$ cat config.mk
export PLATFORM = sky130hd
export DESIGN_NAME = systolic_feed_scheduler
export DESIGN_NICKNAME = d
export VERILOG_FILES = /design/src/rtl/systolic_pkg.sv /design/src/rtl/systolic_feed_scheduler_skew.sv /design/src/rtl/systolic_feed_scheduler.sv
export SDC_FILE = /design/constraint.sdc
export NUM_CORES = 1
export LEC_CHECK = 0
export ABC_AREA = 1
export BUFFER_PORTS_ARGS = -buffer_cell sky130_fd_sc_hd__clkbuf_2
export CAP_MARGIN = 20
export CORE_UTILIZATION = 28
export DETAILED_ROUTE_END_ITERATION = 16
export GPL_TIMING_DRIVEN = 0
export PLACE_DENSITY_LB_ADDON = 0.25
export SETUP_SLACK_MARGIN = 0.02
export SYNTH_ARGS = -nofsm -noshare
export SYNTH_HDL_FRONTEND = slang
export SYNTH_HIERARCHICAL = 1
export SYNTH_SLANG_ARGS = --single-unit
$ cat constraint.sdc
create_clock -name clock_i -period 4.9 [get_ports clock_i]
set_clock_uncertainty 0.1 [all_clocks]
set_input_delay 0 -clock clock_i [delete_from_list [all_inputs] [get_ports clock_i]]
set_output_delay 0 -clock clock_i [all_outputs]
set_load 0.05 [all_outputs]
$ cat src/rtl/systolic_pkg.sv
// Shared types for the systolic feed path: MAC operand word, lane row, scheduler states.
// Types only, so there is no latency and no backpressure.
package systolic_pkg;

    localparam int MAC_W_C         = 16;
    localparam int LANES_DEFAULT_C = 4;

    typedef logic [MAC_W_C-1:0] t_mac_data;
    typedef t_mac_data [LANES_DEFAULT_C-1:0] t_lane_row;

    typedef enum logic [1:0] {
        IDLE,
        FEED,
        WAIT,
        DONE
    } t_sched_state;

endpackage

$ cat src/rtl/systolic_feed_scheduler_skew.sv
// Per-lane skew stage: delays one operand word and its valid by delay_c cycles, combinational when delay_c=0.
// Fixed latency delay_c; no backpressure, because the array consumes one word per cycle unconditionally.
module skew_delay_line
    import systolic_pkg::*;
#(
    parameter int delay_c = 0
) (
    input  logic      clk,
    input  logic      rst_n,
    input  t_mac_data src_dat,
    input  logic      src_vld,
    output t_mac_data dly_dat,
    output logic      dly_vld
);

    generate
        if (delay_c == 0) begin : g_pass
            logic unused_clk_rst;
            assign unused_clk_rst = clk ^ rst_n;
            assign dly_dat        = src_dat;
            assign dly_vld        = src_vld;
        end else begin : g_pipe
            t_mac_data          dat_q [delay_c];
            logic [delay_c-1:0] vld_q;

            always_ff @(posedge clk or negedge rst_n) begin
                if (!rst_n) begin
                    for (int j = 0; j < delay_c; j++) begin
                        dat_q[j] <= '0;
                    end
                    vld_q <= '0;
                end else begin
                    dat_q[0] <= src_dat;
                    vld_q[0] <= src_vld;
                    for (int j = 1; j < delay_c; j++) begin
                        dat_q[j] <= dat_q[j-1];
                        vld_q[j] <= vld_q[j-1];
                    end
                end
            end

            assign dly_dat = dat_q[delay_c-1];
            assign dly_vld = vld_q[delay_c-1];
        end
    endgenerate

endmodule

$ cat src/rtl/systolic_feed_scheduler.sv
// Streams k operand rows into the systolic array edge with a diagonal skew, then drains and signals done.
// Latency start->done is k+2*array_dim_c+2 cycles; start is ignored while busy, and nothing downstream can stall the feed.
module systolic_feed_scheduler
    import systolic_pkg::*;
#(
    parameter int array_dim_c = 4,
    parameter int depth_max_c = 16
) (
    input  logic                               clock_i,
    input  logic                               resetn_i,
    input  logic                               start_i,
    input  logic [$clog2(depth_max_c+1)-1:0]   k_len_i,
    output logic                               busy_o,
    output logic                               done_o,
    output logic                               acc_clear_o,
    output logic                               rd_en_o,
    output logic [$clog2(depth_max_c)-1:0]     rd_addr_o,
    input  t_mac_data [array_dim_c-1:0]        rd_data_i,
    output t_mac_data [array_dim_c-1:0]        lane_data_o,
    output logic [array_dim_c-1:0]             lane_valid_o,
    output logic                               drain_o
);

    localparam int KW = $clog2(depth_max_c + 1);
    localparam int AW = $clog2(depth_max_c);
    localparam int WW = $clog2(2 * array_dim_c + 2);

    t_sched_state  state;
    logic [AW-1:0] row_cnt;
    logic [WW-1:0] wait_cnt;
    logic [KW-1:0] k_reg;
    logic [KW-1:0] k_sat;

    assign k_sat     = (k_len_i > KW'(depth_max_c)) ? KW'(depth_max_c) : k_len_i;
    assign rd_addr_o = row_cnt;

    always_ff @(posedge clock_i or negedge resetn_i) begin
        if (!resetn_i) begin
            state       <= IDLE;
            row_cnt     <= '0;
            wait_cnt    <= '0;
            k_reg       <= '0;
            busy_o      <= 1'b0;
            done_o      <= 1'b0;
            acc_clear_o <= 1'b0;
            rd_en_o     <= 1'b0;
            drain_o     <= 1'b0;
        end else begin
            acc_clear_o <= 1'b0;
            done_o      <= 1'b0;
            case (state)
                IDLE: begin
                    if (start_i) begin
                        busy_o <= 1'b1;
                        if (k_sat == '0) begin
                            done_o <= 1'b1;
                            state  <= DONE;
                        end else begin
                            k_reg       <= k_sat;
                            row_cnt     <= '0;
                            acc_clear_o <= 1'b1;
                            rd_en_o     <= 1'b1;
                            state       <= FEED;
                        end
                    end
                end
                FEED: begin
                    if (KW'(row_cnt) == k_reg - KW'(1)) begin
                        rd_en_o  <= 1'b0;
                        row_cnt  <= '0;
                        wait_cnt <= '0;
                        state    <= WAIT;
                    end else begin
                        row_cnt <= row_cnt + AW'(1);
                    end
                end
                WAIT: begin
                    // Drain covers the last array_dim_c of the 2*array_dim_c+1 wait cycles.
                    if (wait_cnt == WW'(2 * array_dim_c)) begin
                        drain_o <= 1'b0;
                        done_o  <= 1'b1;
                        state   <= DONE;
                    end else begin
                        wait_cnt <= wait_cnt + WW'(1);
                        drain_o  <= (wait_cnt >= WW'(array_dim_c));
                    end
                end
                DONE: begin
                    busy_o <= 1'b0;
                    state  <= IDLE;
                end
                default: state <= IDLE;
            endcase
        end
    end

    logic                         rd_vld_q;
    logic                         stage_vld;
    t_mac_data [array_dim_c-1:0]  stage_dat;
    t_mac_data [array_dim_c-1:0]  skew_dat;
    logic [array_dim_c-1:0]       skew_vld;

    // Buffer returns data one cycle after the read; capture it into the output register.
    always_ff @(posedge clock_i or negedge resetn_i) begin
        if (!resetn_i) begin
            rd_vld_q  <= 1'b0;
            stage_vld <= 1'b0;
            stage_dat <= '0;
        end else begin
            rd_vld_q  <= rd_en_o;
            stage_vld <= rd_vld_q;
            stage_dat <= rd_vld_q ? rd_data_i : '0;
        end
    end

    for (genvar i = 0; i < array_dim_c; i++) begin : g_lane
        skew_delay_line #(
            .delay_c (i)
        ) u_skew (
            .clk     (clock_i),
            .rst_n   (resetn_i),
            .src_dat (stage_dat[i]),
            .src_vld (stage_vld),
            .dly_dat (skew_dat[i]),
            .dly_vld (skew_vld[i])
        );
    end

    assign lane_valid_o = skew_vld;

    always_comb begin
        lane_data_o = '0;
        for (int i = 0; i < array_dim_c; i++) begin
            lane_data_o[i] = skew_vld[i] ? skew_dat[i] : '0;
        end
    end

endmodule

Word-level counts from Yosys, hierarchy flattened
Index checks and enable logic that the tools add are counted.
Word-level totals
  register bits after elaboration: 188
  input bits: 72
  output and inout port bits: 77
  word-level logic and storage cells: 83
Operators by class
  $add $sub $neg: 3
  magnitude comparators: 2
  equal/unequal tests: 10
  muxes and demuxes: 32
  bitwise logic cells: 1
  reduce and logical (&&, ||, !) cells: 11
Operator list (number)
  $mux W16: 4
  $mux W64: 1
  $mux W4: 5
  $pmux W4 S2: 2
  $reduce_and A3 Y1: 4
  $mux W1: 11
  $ne A2 B2 Y1 const B: 5
  $add A4 B1 Y4 const B: 2
  $mux W2: 4
  $pmux W2 S4: 1
  $pmux W1 S2: 3
  $reduce_bool A2 Y1: 3
  $eq A4 B5 Y1: 1
  $gt A5 B5 Y1 const B: 1
  $logic_not A5 Y1: 1
  $mux W5: 1
  $sub A5 B1 Y5 const B: 1
  $eq A2 B2 Y1 const B: 2
  $eq A4 B4 Y1 const B: 1
  $ge A4 B3 Y1 const B: 1
  $reduce_and A4 Y1: 1
  $eq A2 B1 Y1 const B: 1
  $logic_not A2 Y1: 1
  $reduce_and A2 Y1: 1
  $not A1 Y1: 1

Depth between registers and ports, before layout
  word-level depth: 6
  gate-level depth with buffers: 14
  mapped depth without buffers: 13

Modules after synthesis
The synthesis kept the hierarchy.
By module, submodules not included
  systolic_feed_scheduler: instances 1, cells each 496, area each 3839.9 µm², seq. area each 2152.1 µm²
  skew_delay_line at g_lane[3].u_skew: instances 1, cells each 67, area each 1396.3 µm², seq. area each 1276.2 µm²
  skew_delay_line at g_lane[2].u_skew: instances 1, cells each 50, area each 970.9 µm², seq. area each 850.8 µm²
  skew_delay_line at g_lane[1].u_skew: instances 1, cells each 17, area each 425.4 µm², seq. area each 425.4 µm²
  skew_delay_line at g_lane[0].u_skew: instances 1, cells each 17, area each 127.6 µm², seq. area each 0.0 µm²

Least setup slack after synthesis
No wires, ideal clock.
  path type: reg-to-reg
  start: register row_cnt[3] (netlist: rd_addr_o[3])
  end: register rd_en_o
  library setup time: 0.119 ns
  arrival time: 1.453 ns
  required time: 4.681 ns
  path slack: 3.228 ns
  stages on the path, launching flop included: 13
  buffers on the path: 1
  clock period less this slack: 1.672 ns
  cells stage by stage: dfrtp_1 inv_1 nand2_1 nand2_1 nand2_1 nand2_1 nor2_1 nand2_2 nand2_2 buf_6 nand2_1 nand2_1 nand2_1
Between the ends
  longest elaborated chain between the ends: 3
Ends and longest elaborated chain
  from (decl): RTL line systolic_feed_scheduler.sv:29  | logic [AW-1:0] row_cnt;
  from (signal assigned): RTL line systolic_feed_scheduler.sv:74  | row_cnt <= row_cnt + AW'(1);
  $eq A4 B5 Y1: RTL line systolic_feed_scheduler.sv:68  | if (KW'(row_cnt) == k_reg - KW'(1)) begin
  $ne A2 B2 Y1 (no line)
  $reduce_and A4 Y1 (no line)
  to (signal assigned): RTL line systolic_feed_scheduler.sv:46  | rd_en_o <= 1'b0;
  to (signal assigned): RTL line systolic_feed_scheduler.sv:62  | rd_en_o <= 1'b1;
  to (signal assigned): RTL line systolic_feed_scheduler.sv:69  | rd_en_o <= 1'b0;
  to (decl): RTL line systolic_feed_scheduler.sv:16  | output logic rd_en_o,
Every way passes these cells.
A chain may end at the register's enable or synchronous reset.

==> flow_summary.yaml <==
drt:
  drtIter0Drc: 116
  via_per_inst: 3.68
  drt-wirelength-per-cell_um: 10.5
  wl_mm: 12.8
  drc: 0
  drt_pass1_iterations: 4
  vias: 4495
  antenna_left: 0
placement:
  gp_congestion: 0.740
  dp_hpwl_mm: 8.23
  placed_area_um2: 7940
  port_buffers: 148
critical_path:
  cp_num_buf_inv: 5
  worst-r2r-setup-slack_ns: 2.70
  cp_max_fo: 10
  r2r-start: "state[0]"
  r2r_end: "k_reg[2]"
  reg2reg_depth: 9
  cp_cell_sequence: "buf_4 > clkbuf_1 > clkbuf_1 > nand2_1 > inv_1 > clkbuf_2"
  end_kind: "output port"
  crit_path_start_kind: "flip-flop"
  critPathKind: "reg2out"
  crit_top_cell: "clkbuf_1"
  crit_arrival_ns: 2.15
  crit_start: "stage_vld"
  cp_top_family: "buffers and inverters"
  cp_data_required_time_ns: 4.80
  critPathMaxStageDelay_ns: 0.47
  cpMaxStageDelayCell: "dfrtp_1"
global_routing:
  grt_usage_pct: 11.1
  grt_max_degree: 97
  grt_pass1_wl_mm: 20.8
  grt_remaining_overflow: 0
  grt_pass1_vias: 4330
  antenna_found_initial: 0
final_layout:
  num-fill-cells: 2381
  antenna_cells: 0
  drive_above_1_share_pct: 26.4
  fin_nets: 971
  postLayoutCellArea_um2: 9280
  regMostFlops: "stage_dat"
  largest_register_ffs: 64
  area_growth_pct: 37.2
sta:
  hold_slack_ns: 0.0835
  max_freq_mhz: 443
  final_max_slew_viol_count: 0
  hold_violations: 0
  final-setup-viol-count: 0
  maxSlewHeadroom_pct: 49.6
  finalSetupTns_ns: 0
  worst_pin_slew_ns: 0.756
  period_needed_ns: 2.25
  min_period_over_period_pct: 46.0
  rsz0062_at_grt: "no"
floorplanning:
  die_x_um: 157
  fp.coreArea_um2: 23500
  die_h_um: 157
  row_count: 56
  dieArea_um2: 24800
  io_pins: 149
  start_util_pct: 28.7
synth:
  netlist_instances: 647
  yosysUniqueCellTypes: 20
  syn-num-nets: 727
  synth-seq-cells: 188
  yosys_warnings: 6
  syn_area_um2: 6760
  syn-mean-instance-area_um2: 10.4
  yosysSeqAreaShare_pct: 69.6
job:
  max-cap-violations: 0
power:
  power_density_nw_per_um2: 560
  leakage_nw: 5.66
  vdd_drop_max_uv: 225
  power.total_w: 0.00520
clocking:
  cts_resized: 0
  path_clk_slew_ns: 0.07
  cts_buffer_depth: 2
  htreeDepth: 4
  numClockSinks: 188
  root_buffer: "clkbuf_16"
  clk_latency_ns: 0.42
  cts_setup_buffers: 0
  cts_made_buffers: 17
  cts_tree: "built"
status:
  status: "finished clean"
hold_path:
  hp-class: "in2async"
per-layer routing:
layer	track usage [%]	routed length, µm
met5	0	0
met4	4.30	183
met3	3.08	504
met2	17.9	6310
met1	14.0	5840
stage by stage:
stage	util (%)	cells	worst slack, ns
after floorplan	-	647	3.23
after global placement	33.6	1114	0.110
after detailed placement	33.7	1115	3.02
after CTS	39.4	1223	2.55
after global routing	39.4	1223	2.35
final	39.4	1223	2.65
where the power goes:
group | internal, W | leakage (nW) | switching, W
sequential | 0.00198 | 2.45 | 0.000142
combinational | 0.000524 | 2.93 | 0.00121
clock | 0.000700 | 0.279 | 0.000635
total | 0.00321 | 5.66 | 0.00199
Yosys cell counts:
library cell / number / area, µm²
buf_1: 3 / 11.3
buf_6: 1 / 11.3
nor2_1: 14 / 52.6
o21ai_0: 10 / 50.1
nand3_1: 18 / 90.1
clkinv_1: 1 / 3.75
ha_1: 8 / 100
inv_1: 147 / 552
buf_4: 49 / 368
nand4_1: 2 / 12.5
xor2_1: 1 / 8.76
nor2_2: 1 / 6.26
inv_2: 2 / 7.51
nand2_2: 5 / 31.3
o21a_1: 1 / 7.51
xnor2_1: 1 / 8.76
a21oi_1: 2 / 10.0
clkbuf_1: 12 / 45.0
dfrtp_1: 188 / 4700
nand2_1: 181 / 679
final cells by class:
class / count / area (µm²) / share of cell area, %
multi-input combinational: 244 / 1060 / 11.4
inverter: 150 / 563 / 6.07
timing repair buffer: 225 / 1540 / 16.6
buffer: 65 / 435 / 4.69
clock buffer: 19 / 453 / 4.88
sequential: 188 / 4700 / 50.7
tap: 319 / 399 / 4.30
clock inverter: 13 / 126 / 1.36
cell families after synthesis:
family / count (synthesis) / share of synthesized area, %
AO/OA/AOI/OAI: 13 / 1.00
XOR/XNOR: 2 / 0.259
flip-flops: 188 / 69.6
buffers and inverters: 215 / 14.8
adder cells (fa/ha/maj): 8 / 1.48
AND/OR/NAND/NOR: 221 / 12.9
cells in the final DEF (no fill, tap or decap):
master,synthesis,layout
xor2_1,1,1
inv_6,0,3
buf_6,1,1
nand4_1,2,2
inv_8,0,3
a21oi_1,2,2
buf_1,3,3
clkinv_8,0,1
ha_1,8,8
inv_1,147,147
nor2_2,1,1
nand2_2,5,5
nand3_1,18,18
o21a_1,1,1
nand2_1,181,181
clkbuf_1,12,12
clkbuf_2,0,147
dlygate4sd3_1,0,76
clkbuf_8,0,3
clkinv_4,0,4
dfrtp_1,188,188
nor2_1,14,14
xnor2_1,1,1
buf_4,49,49
o21ai_0,10,10
clkbuf_16,0,17
clkinvlp_4,0,2
clkinv_1,1,1
inv_2,2,2
buf_16,0,1
worst max path at each step:
| stage | endpoint | cells past startpoint | slack (ns) |
|---|---|---|---|
| finish | lane_data_o[11] | 6 | 2.65 |
| floorplan | rd_en_o | 12 | 3.23 |
| global placement | g_lane[2].u_skew/dly_dat[11] | 1 | 0.11 |
| detailed placement | lane_data_o[11] | 6 | 3.02 |
| global route | lane_data_o[6] | 6 | 2.35 |
| CTS | lane_data_o[11] | 6 | 2.55 |
repair_timing:
action,4_1_cts,5_1_grt
hold endpoints to repair,165,0
hold buffers,76,0
setup endpoints to repair,0,0
(Power assumes the default switching activity.)
